<file path="config.mk">
export PLATFORM = sky130hd
export DESIGN_NAME = rf_trace_capture
export DESIGN_NICKNAME = d
export VERILOG_FILES = /design/src/rtl/rf_trace_capture.sv
export SDC_FILE = /design/constraint.sdc
export NUM_CORES = 1
export LEC_CHECK = 0
export CAP_MARGIN = 20
export CORE_MARGIN = 10
export CORE_UTILIZATION = 55
export DETAILED_ROUTE_END_ITERATION = 16
export MAX_ROUTING_LAYER = met4
export PLACE_DENSITY = 0.87
export SYNTH_ARGS = -nofsm -noshare
export SYNTH_HDL_FRONTEND = slang
export SYNTH_SLANG_ARGS = --single-unit
</file>
<file path="constraint.sdc">
create_clock -name clk -period 11.1 [get_ports clk]
set_input_delay 1.665 -clock clk [delete_from_list [all_inputs] [get_ports clk]]
set_output_delay 1.665 -clock clk [all_outputs]
set_load 0.005 [all_outputs]
</file>
<file path="src/rtl/rf_trace_capture.sv">
// Register-file change tracer: snapshots rf0..rf7 each edge and queues {reg, data, cycle} change events.
// Optional RF_TRACE_TIMESTAMP_EN adds the cycle counter and per-event timestamps; otherwise ev_cycle reads 0.
module rf_trace_capture #(
  parameter int unsigned FIFO_DEPTH = 8
) (
  input  logic        clk,
  input  logic        n_rst,
  input  logic [31:0] rf0,
  input  logic [31:0] rf1,
  input  logic [31:0] rf2,
  input  logic [31:0] rf3,
  input  logic [31:0] rf4,
  input  logic [31:0] rf5,
  input  logic [31:0] rf6,
  input  logic [31:0] rf7,
  output logic        ev_valid,
  input  logic        ev_ready,
  output logic [2:0]  ev_reg,
  output logic [31:0] ev_data,
  output logic [31:0] ev_cycle,
  output logic [15:0] coalesce_cnt
);

  localparam int unsigned NREG = 8;
  localparam int unsigned DW   = 32;
  localparam int unsigned RW   = 3;
  localparam int unsigned CW   = 16;
  localparam int unsigned NW   = 4;
  localparam int unsigned AW   = $clog2(FIFO_DEPTH);

  typedef struct packed {
    logic [RW-1:0] idx;
    logic [DW-1:0] data;
`ifdef RF_TRACE_TIMESTAMP_EN
    logic [DW-1:0] cycle;
`endif
  } ev_t;

  typedef enum logic {ST_BASELINE, ST_RUN} state_t;

  state_t          state_q, state_d;
  logic [DW-1:0]   rf      [NREG];
  logic [DW-1:0]   prev_q  [NREG];
  logic [DW-1:0]   prev_d  [NREG];
  logic [DW-1:0]   pdata_q [NREG];
  logic [DW-1:0]   pdata_d [NREG];
  logic [NREG-1:0] pend_q, pend_d;
  logic [CW-1:0]   coal_d;
  logic [CW:0]     coal_sum;
  logic [NW-1:0]   ncoal;
  logic [RW-1:0]   sel;
  logic            push, pop;
  ev_t             push_ev, head;
  ev_t             mem [FIFO_DEPTH];
  logic [AW-1:0]   wr_ptr, rd_ptr;
  logic            empty_q, full_q;
`ifdef RF_TRACE_TIMESTAMP_EN
  logic [DW-1:0]   cnt_q;
  logic [DW-1:0]   pcyc_q [NREG];
  logic [DW-1:0]   pcyc_d [NREG];
`endif

  assign rf[0] = rf0;
  assign rf[1] = rf1;
  assign rf[2] = rf2;
  assign rf[3] = rf3;
  assign rf[4] = rf4;
  assign rf[5] = rf5;
  assign rf[6] = rf6;
  assign rf[7] = rf7;

  assign pop = !empty_q && ev_ready;

  // Change detection, pending/coalesce bookkeeping and lowest-index push selection
  always_comb begin
    state_d = state_q;
    pend_d  = pend_q;
    ncoal   = '0;
    sel     = '0;
    for (int i = 0; i < NREG; i++) begin
      prev_d[i]  = prev_q[i];
      pdata_d[i] = pdata_q[i];
`ifdef RF_TRACE_TIMESTAMP_EN
      pcyc_d[i]  = pcyc_q[i];
`endif
    end
    for (int i = NREG - 1; i >= 0; i--) begin
      if (pend_q[i]) sel = RW'(i);
    end
    push = (state_q == ST_RUN) && (|pend_q) && !full_q;

    case (state_q)
      ST_BASELINE: begin
        for (int i = 0; i < NREG; i++) prev_d[i] = rf[i];
        state_d = ST_RUN;
      end
      ST_RUN: begin
        for (int i = 0; i < NREG; i++) begin
          if (rf[i] != prev_q[i]) begin
            prev_d[i]  = rf[i];
            pend_d[i]  = 1'b1;
            pdata_d[i] = rf[i];
`ifdef RF_TRACE_TIMESTAMP_EN
            pcyc_d[i]  = cnt_q;
`endif
            if (pend_q[i] && !(push && sel == RW'(i))) ncoal = ncoal + NW'(1);
          end else if (push && sel == RW'(i)) begin
            pend_d[i] = 1'b0;
          end
        end
      end
      default: state_d = ST_BASELINE;
    endcase

    coal_sum = {1'b0, coalesce_cnt} + (CW + 1)'(ncoal);
    coal_d   = coal_sum[CW] ? {CW{1'b1}} : coal_sum[CW-1:0];
  end

  always_comb begin
    push_ev.idx   = sel;
    push_ev.data  = pdata_q[sel];
`ifdef RF_TRACE_TIMESTAMP_EN
    push_ev.cycle = pcyc_q[sel];
`endif
  end

  always_ff @(posedge clk or negedge n_rst) begin
    if (!n_rst) begin
      state_q      <= ST_BASELINE;
      pend_q       <= '0;
      coalesce_cnt <= '0;
      for (int i = 0; i < NREG; i++) begin
        prev_q[i]  <= '0;
        pdata_q[i] <= '0;
`ifdef RF_TRACE_TIMESTAMP_EN
        pcyc_q[i]  <= '0;
`endif
      end
`ifdef RF_TRACE_TIMESTAMP_EN
      cnt_q <= '0;
`endif
    end else begin
      state_q      <= state_d;
      pend_q       <= pend_d;
      coalesce_cnt <= coal_d;
      prev_q       <= prev_d;
      pdata_q      <= pdata_d;
`ifdef RF_TRACE_TIMESTAMP_EN
      pcyc_q       <= pcyc_d;
      cnt_q        <= cnt_q + DW'(1);
`endif
    end
  end

  // Event FIFO: full is judged before this edge's pop, so a full FIFO never pushes
  always_ff @(posedge clk or negedge n_rst) begin
    if (!n_rst) begin
      wr_ptr  <= '0;
      rd_ptr  <= '0;
      empty_q <= 1'b1;
      full_q  <= 1'b0;
    end else begin
      if (push) wr_ptr <= wr_ptr + AW'(1);
      if (pop)  rd_ptr <= rd_ptr + AW'(1);
      case ({push, pop})
        2'b10: begin
          empty_q <= 1'b0;
          full_q  <= (wr_ptr + AW'(1)) == rd_ptr;
        end
        2'b01: begin
          full_q  <= 1'b0;
          empty_q <= (rd_ptr + AW'(1)) == wr_ptr;
        end
        default: ;
      endcase
    end
  end

  always_ff @(posedge clk) begin
    if (push) mem[wr_ptr] <= push_ev;
  end

  assign head     = mem[rd_ptr];
  assign ev_valid = !empty_q;
  assign ev_reg   = ev_valid ? head.idx  : '0;
  assign ev_data  = ev_valid ? head.data : '0;
`ifdef RF_TRACE_TIMESTAMP_EN
  assign ev_cycle = ev_valid ? head.cycle : '0;
`else
  assign ev_cycle = '0;
`endif

endmodule

</file>
=== Word level (Yosys, flattened, before mapping) ===
Memories as Yosys holds them, arrays and structs flattened.
Index checks and enable logic that the tools add are counted.

* Register bits after elaboration: 545
* Bits in latches: 0
* Bits in writable memories: 280
* Bits in read-only memories: 0
* Bits of input ports: 259
* Output and inout bits: 84
* Logic and storage cells: 194
* Memories: 1

{| class="wikitable"
|+ Memory list
! name !! depth !! bits a word !! read ports !! clocked after memory_dff !! write ports !! RTL line !! RTL
|-
| mem || 8 || 35 || 1 || 0 || 1 || 54 || <nowiki>ev_t mem [FIFO_DEPTH];</nowiki>
|}

* Add/sub/neg operators: 10
* Multiply operators: 0
* Div/mod/pow operators: 0
* $lt $le $gt $ge: 1
* Eq/ne operators: 27
* Shift-type cells: 0
* Muxes and demuxes: 67
* Bitwise logic cells: 2
* Reduce and logical (&&, ||, !) cells: 56

{| class="wikitable"
|+ Operators with widths
! cell !! count
|-
| $pmux 256 s2 || 1
|-
| $mux 32 || 11
|-
| $ne 32x32->1 || 8
|-
| $bmux 32 s3 || 1
|-
| $mux 4 || 22
|-
| $reduce_and 2->1 || 16
|-
| $add 4x1->4 const B || 7
|-
| $mux 3 || 9
|-
| $mux 1 || 20
|-
| $logic_and 1x1->1 || 19
|-
| $reduce_bool 2->1 || 9
|-
| $add 16x4->17 || 1
|-
| $mux 16 || 1
|-
| $ne 2x1->1 const B || 8
|-
| $eq 3x3->1 const B || 4
|-
| $logic_not 1->1 || 10
|-
| $reduce_or 8->1 || 1
|-
| $add 3x1->3 const B || 2
|-
| $eq 3x2->1 const B || 2
|-
| $eq 3x3->1 || 2
|-
| $ge 4x4->1 const B || 1
|-
| $not 3->4 || 1
|-
| $pmux 1 s2 || 2
|-
| $eq 3x1->1 const B || 1
|-
| other kinds (4) || 4
|}

=== Longest topological paths before layout ===
* Word-level depth: 45
* Depth in mapped cells: 31

=== Least setup slack after synthesis ===
Ideal clock, no wire load.

* Path type: input to register
* Start point: input rf0[16]
* End point: register coalesce_cnt[10]
* Arrival: 7.752 ns
* Data required time: 10.966 ns
* Slack: 3.214 ns
* Stages on the path: 26
* Path buffers: 1
* Cells stage by stage: xnor2_1 > nand4_1 > nor4_2 > a21oi_2 > ha_1 > mux2_4 > ha_1 > mux2_4 > ha_1 > mux2i_4 > inv_1 > ha_1 > inv_1 > a22o_1 > a221oi_1 > ha_1 > a22oi_1 > inv_1 > ha_1 > o211a_1 > fa_1 > a21o_1 > a21oi_1 > or3_1 > clkbuf_1 > nand2_1

* Longest elaborated chain between the ends: 33

{| class="wikitable"
|+ RTL lines
! element !! RTL line !! RTL
|-
| from (decl) || 8 || <nowiki>input logic [31:0] rf0,</nowiki>
|-
| $ne 32x32->1 * || 99 || <nowiki>if (rf[i] != prev_q[i]) begin</nowiki>
|-
| $mux 1 * || 99 ||
|-
| $mux 4 * || 92 || <nowiki>case (state_q)</nowiki>
|-
| $add 4x1->4 || 106 || <nowiki>if (pend_q[i] && !(push && sel == RW'(i))) ncoal = ncoal + NW'(1);</nowiki>
|-
| $mux 4 || 106 ||
|-
| $mux 4 * || 99 ||
|-
| $mux 4 * || 92 ||
|-
| $add 4x1->4 || 106 ||
|-
| (+18 left out) || - ||
|-
| $mux 4 * || 92 ||
|-
| $add 4x1->4 || 106 ||
|-
| $mux 4 || 106 ||
|-
| $mux 4 * || 99 ||
|-
| $mux 4 * || 92 ||
|-
| $add 16x4->17 * || 115 || <nowiki>coal_sum = {1'b0, coalesce_cnt} + (CW + 1)'(ncoal);</nowiki>
|-
| $mux 16 * || 116 || <nowiki>coal_d = coal_sum[CW] ? {CW{1'b1}} : coal_sum[CW-1:0];</nowiki>
|-
| via coal_d[10] || 48 || <nowiki>logic [CW-1:0] coal_d;</nowiki>
|-
| to (signal assigned) || 145 || <nowiki>coalesce_cnt <= coal_d;</nowiki>
|-
| to (decl) || 21 || <nowiki>output logic [15:0] coalesce_cnt</nowiki>
|}

The timed path passes the listed nets; every way through them passes the cells marked *. The select of a mux whose other input is x is not followed.
A chain may end at the register's enable or synchronous reset.

=== Worst setup path in the final report ===
* Start point: input rf0[31]
* End point: register coalesce_cnt[3]

The elaborated chain is that of the path after synthesis.

==> results.txt <==
Post-synth cell types - 76
Post-DR wirelength/cell - 28.4 um
First-pass DRT Iterations - 6
Hold crit path type - flip-flop to flip-flop
GP Congestion - 0.889
Post-CTS setup buffers - 0
Crit path largest cell delay - 0.53 ns
Yosys warning count - 0
Gr ovfl total - 0
Asr flop ratio synth - 66.1%
Vias in the first global route - 21700
Row count - 92
Hold path cells - 1
PwrDens - 225 nW/um^2
All-layer global routing usage - 26.5%
Core ar. - 63000 um^2
Setup Crit Path Kind - primary input to flip-flop
DRC Markers - 0
Mapped Area - 34900 um^2
Crit path max fanout - 13
TritonCTS clock tree - built
Max-Cap Viols - 0
WP data required - 11.59 ns
#FFs+latches synth - 825
Num ports - 343
Clock Pin Slew Worst Setup and Hold Paths - 0.06 ns
Dominant cells by area after synthesis - dfrtp_1, edfxtp_1, mux2_2, mux4_2, xnor2_1
Multi-input logic area - 11400 um^2
Pwr Total - 9.17 mW
Largest net degree at the start of global routing - 184
Fill count - 4153
Commonest non-fill, non-tap cell in the layout - dfrtp_1
CP top delay family - adder cells
Critical R2R Launch - prev_q[255]$_DFFE_PN0P_
Post-Route WL - 95.7 mm
Detailed placement HPWL - 65.3 mm
Yosys top cell area share - 39.0%
Highest-delay cell along the critical path - a21oi_1
RSZ-0062 raised after global routing - false
Longest Clk Path Bufs - 3
Final Setup Violations - 0
First-pass GRT wire length - 142 mm
Status - finished clean
Post-Layout Cell Count - 3368
Total CTS buffers - 81
Register Area - 22100 um^2
Vias per cell - 5.98
Max-slew headroom - 22.0%
Final Instance Area - 40800 um^2
Clock insertion delay at the later pin of the skew report - 0.65 ns
Peak supply drop - 0.000141 V
Initial DRC count - 2144
Initial antenna violation count - 14
Seq/Total Area, Yosys - 63.2%
R2R depth - 25
Cell mode on critical path - ha_1
LEAKAGE - 15.7 nW
Highest-count cells in the layout ignoring fill and taps - dfrtp_1, clkdlybuf4s50_1, edfxtp_1
DRT antenna net count - 0
Crit. End Element - flip-flop
Worst Setup SP - rf0[31]
Achievable frequency - 112 MHz
Crit path capture - coalesce_cnt[3]$_DFF_PN0_
Min Tclk post-route - 8.92 ns
Area after DPL - 37900 um^2
Final hold violations - 0
Tcrit/Tclk final - 80.3%
CTS Hold Bufs - 0
Port Buffer Count - 310
Cell count after synthesis - 2354
Nets - 2711
Initial Util - 55.4%
Worst-Margin Slew - 1.17 ns
Instance count on the critical path - 26
Vias - 20100
Synth-to-Final Area Change - 17.0%
WP data arrival - 9.41 ns
Synth Area per Inst - 14.8 um^2
Pins Over Slew Limit - 0
Startpoint Class - primary input
Setup TNS - 0 ns
Clk root buf - clkbuf_16
Worst R2R End - coalesce_cnt[3]$_DFF_PN0_
Worst slack, placed - 1.62 ns
Number of synthesized flops with an enable pin - 280
Internal reg-to-reg setup slack - 3.30 ns
Post-route worst setup slack - 2.18 ns
Crit path buf inv count - 4
# H-tree levels - 3
CTS resizes - 0
DIE WIDTH - 272 um
Worst Clk Skew - 0.0325 ns
Placed cell count - 3200
Area leader, netlist - dfrtp_1
Die Area - 73900 um^2
Clk sinks - 825
Die Y - 272 um
Dominant synthesized flop cell - dfrtp_1
Share of layout cells above drive strength 1 - 22.8%
## worst min-delay path by stage
stage                                  start                  endpoint  slack [ns]
floorplan             pdata_q[0]$_DFFE_PN0P_    pdata_q[0]$_DFFE_PN0P_        0.47
global placement    pdata_q[188]$_DFFE_PN0P_  pdata_q[188]$_DFFE_PN0P_        0.48
detailed placement    pdata_q[7]$_DFFE_PN0P_    pdata_q[7]$_DFFE_PN0P_        0.49
CTS                   pdata_q[6]$_DFFE_PN0P_    pdata_q[6]$_DFFE_PN0P_        0.50
global route        pdata_q[186]$_DFFE_PN0P_  pdata_q[186]$_DFFE_PN0P_        0.51
finish               pdata_q[88]$_DFFE_PN0P_   pdata_q[88]$_DFFE_PN0P_        0.50
## metrics by stage
| step | hold slack [ns] | utilization, % |
|---|---|---|
| 6_report | 0.503 | 64.9 |
| 5_1_grt | 0.514 | 64.8 |
| 4_1_cts | 0.503 | 64.7 |
| 3_5_place_dp | 0.489 | 60.3 |
| 3_3_place_gp | 0.482 | 60.3 |
| 2_1_floorplan | 0.474 | - |
## cells in the mapped netlist (all sizes together), types with 2 or more instances
library cell and count:
dfrtp 544, clkbuf 300, edfxtp 280, mux2 262, xnor2 248, mux2i 103, mux4 102, nand2 79
buf 69, nor2 60, nand4 59, xor2 42, o221ai 34, nor4 25, a21oi 17, inv 14
ha 13, o21ai 13, nand2b 10, nand3 9, nor3 9, nor2b 7, a31oi 6, and2 5
o31ai 4, and3 3, o21a 3, o21bai 3, a21boi 2, a21o 2, conb 2, or2 2
or3 2
## flip-flops by register name, indices dropped and copies added, names as in the netlist
signal and count:
mem 280, pdata_q 256, prev_q 256, coalesce_cnt 16
pend_q 8, rd_ptr 3, wr_ptr 3, empty_q 1
full_q 1, state_q 1
## layer usage
layer  track usage (%)  share of wire [%]
met1              32.2                 38
met2              41.9                 49
met3              6.33                8.9
met4              11.7                4.2
met5                 -                  0
## cells by family (layout without fill, tap and decap cells)
| logic type | count (synthesis) | after routing | share of synthesized area (%) |
|---|---|---|---|
| adders and majority gates | 14 | 14 | 0.523 |
| AOI/OAI and AO/OA | 98 | 98 | 2.18 |
| buffers and inverters | 384 | 501 | 4.59 |
| muxes | 467 | 467 | 18.0 |
| and+or+nand+nor | 274 | 274 | 4.13 |
| DFF | 825 | 825 | 63.2 |
| other | 2 | 53 | 0.0215 |
| xor gates and xnor gates | 290 | 290 | 7.35 |
## worst register-to-register path, cell delays in order, from the launching register on
cell	delay, ns
dfrtp_1	0.38
xnor2_1	0.28
nand4_1	0.32
nor4_2	0.48
a21oi_2	0.12
ha_1	0.29
mux2_4	0.33
ha_1	0.33
mux2_4	0.31
ha_1	0.39
mux2i_4	0.26
inv_1	0.17
ha_1	0.33
inv_1	0.08
a22o_1	0.22
a221oi_1	0.30
ha_1	0.28
a22oi_1	0.38
inv_1	0.09
ha_1	0.29
o211a_1	0.27
fa_1	0.41
a21o_1	0.20
a21oi_1	0.53
or3_1	0.46
o21ai_0	0.15
## power by group
part / internal, mW / leakage, nW / switching, mW / total, mW
Combinational: 1.21 / 5.41 / 1.27 / 2.47
Sequential: 3.57 / 8.91 / 0.218 / 3.78
Clock: 1.73 / 1.38 / 1.19 / 2.92
Total: 6.50 / 15.7 / 2.67 / 9.17
## final cells by class
class	instances	area share, %
antenna	20	0.123
clock buffer	109	5.68
clock inverter	38	1.22
inverter	14	0.129
multi-input combinational	1176	28.0
sequential	825	54.0
tap	846	2.59
timing repair buffer	340	8.27
Power figures use the tool's default switching activity.
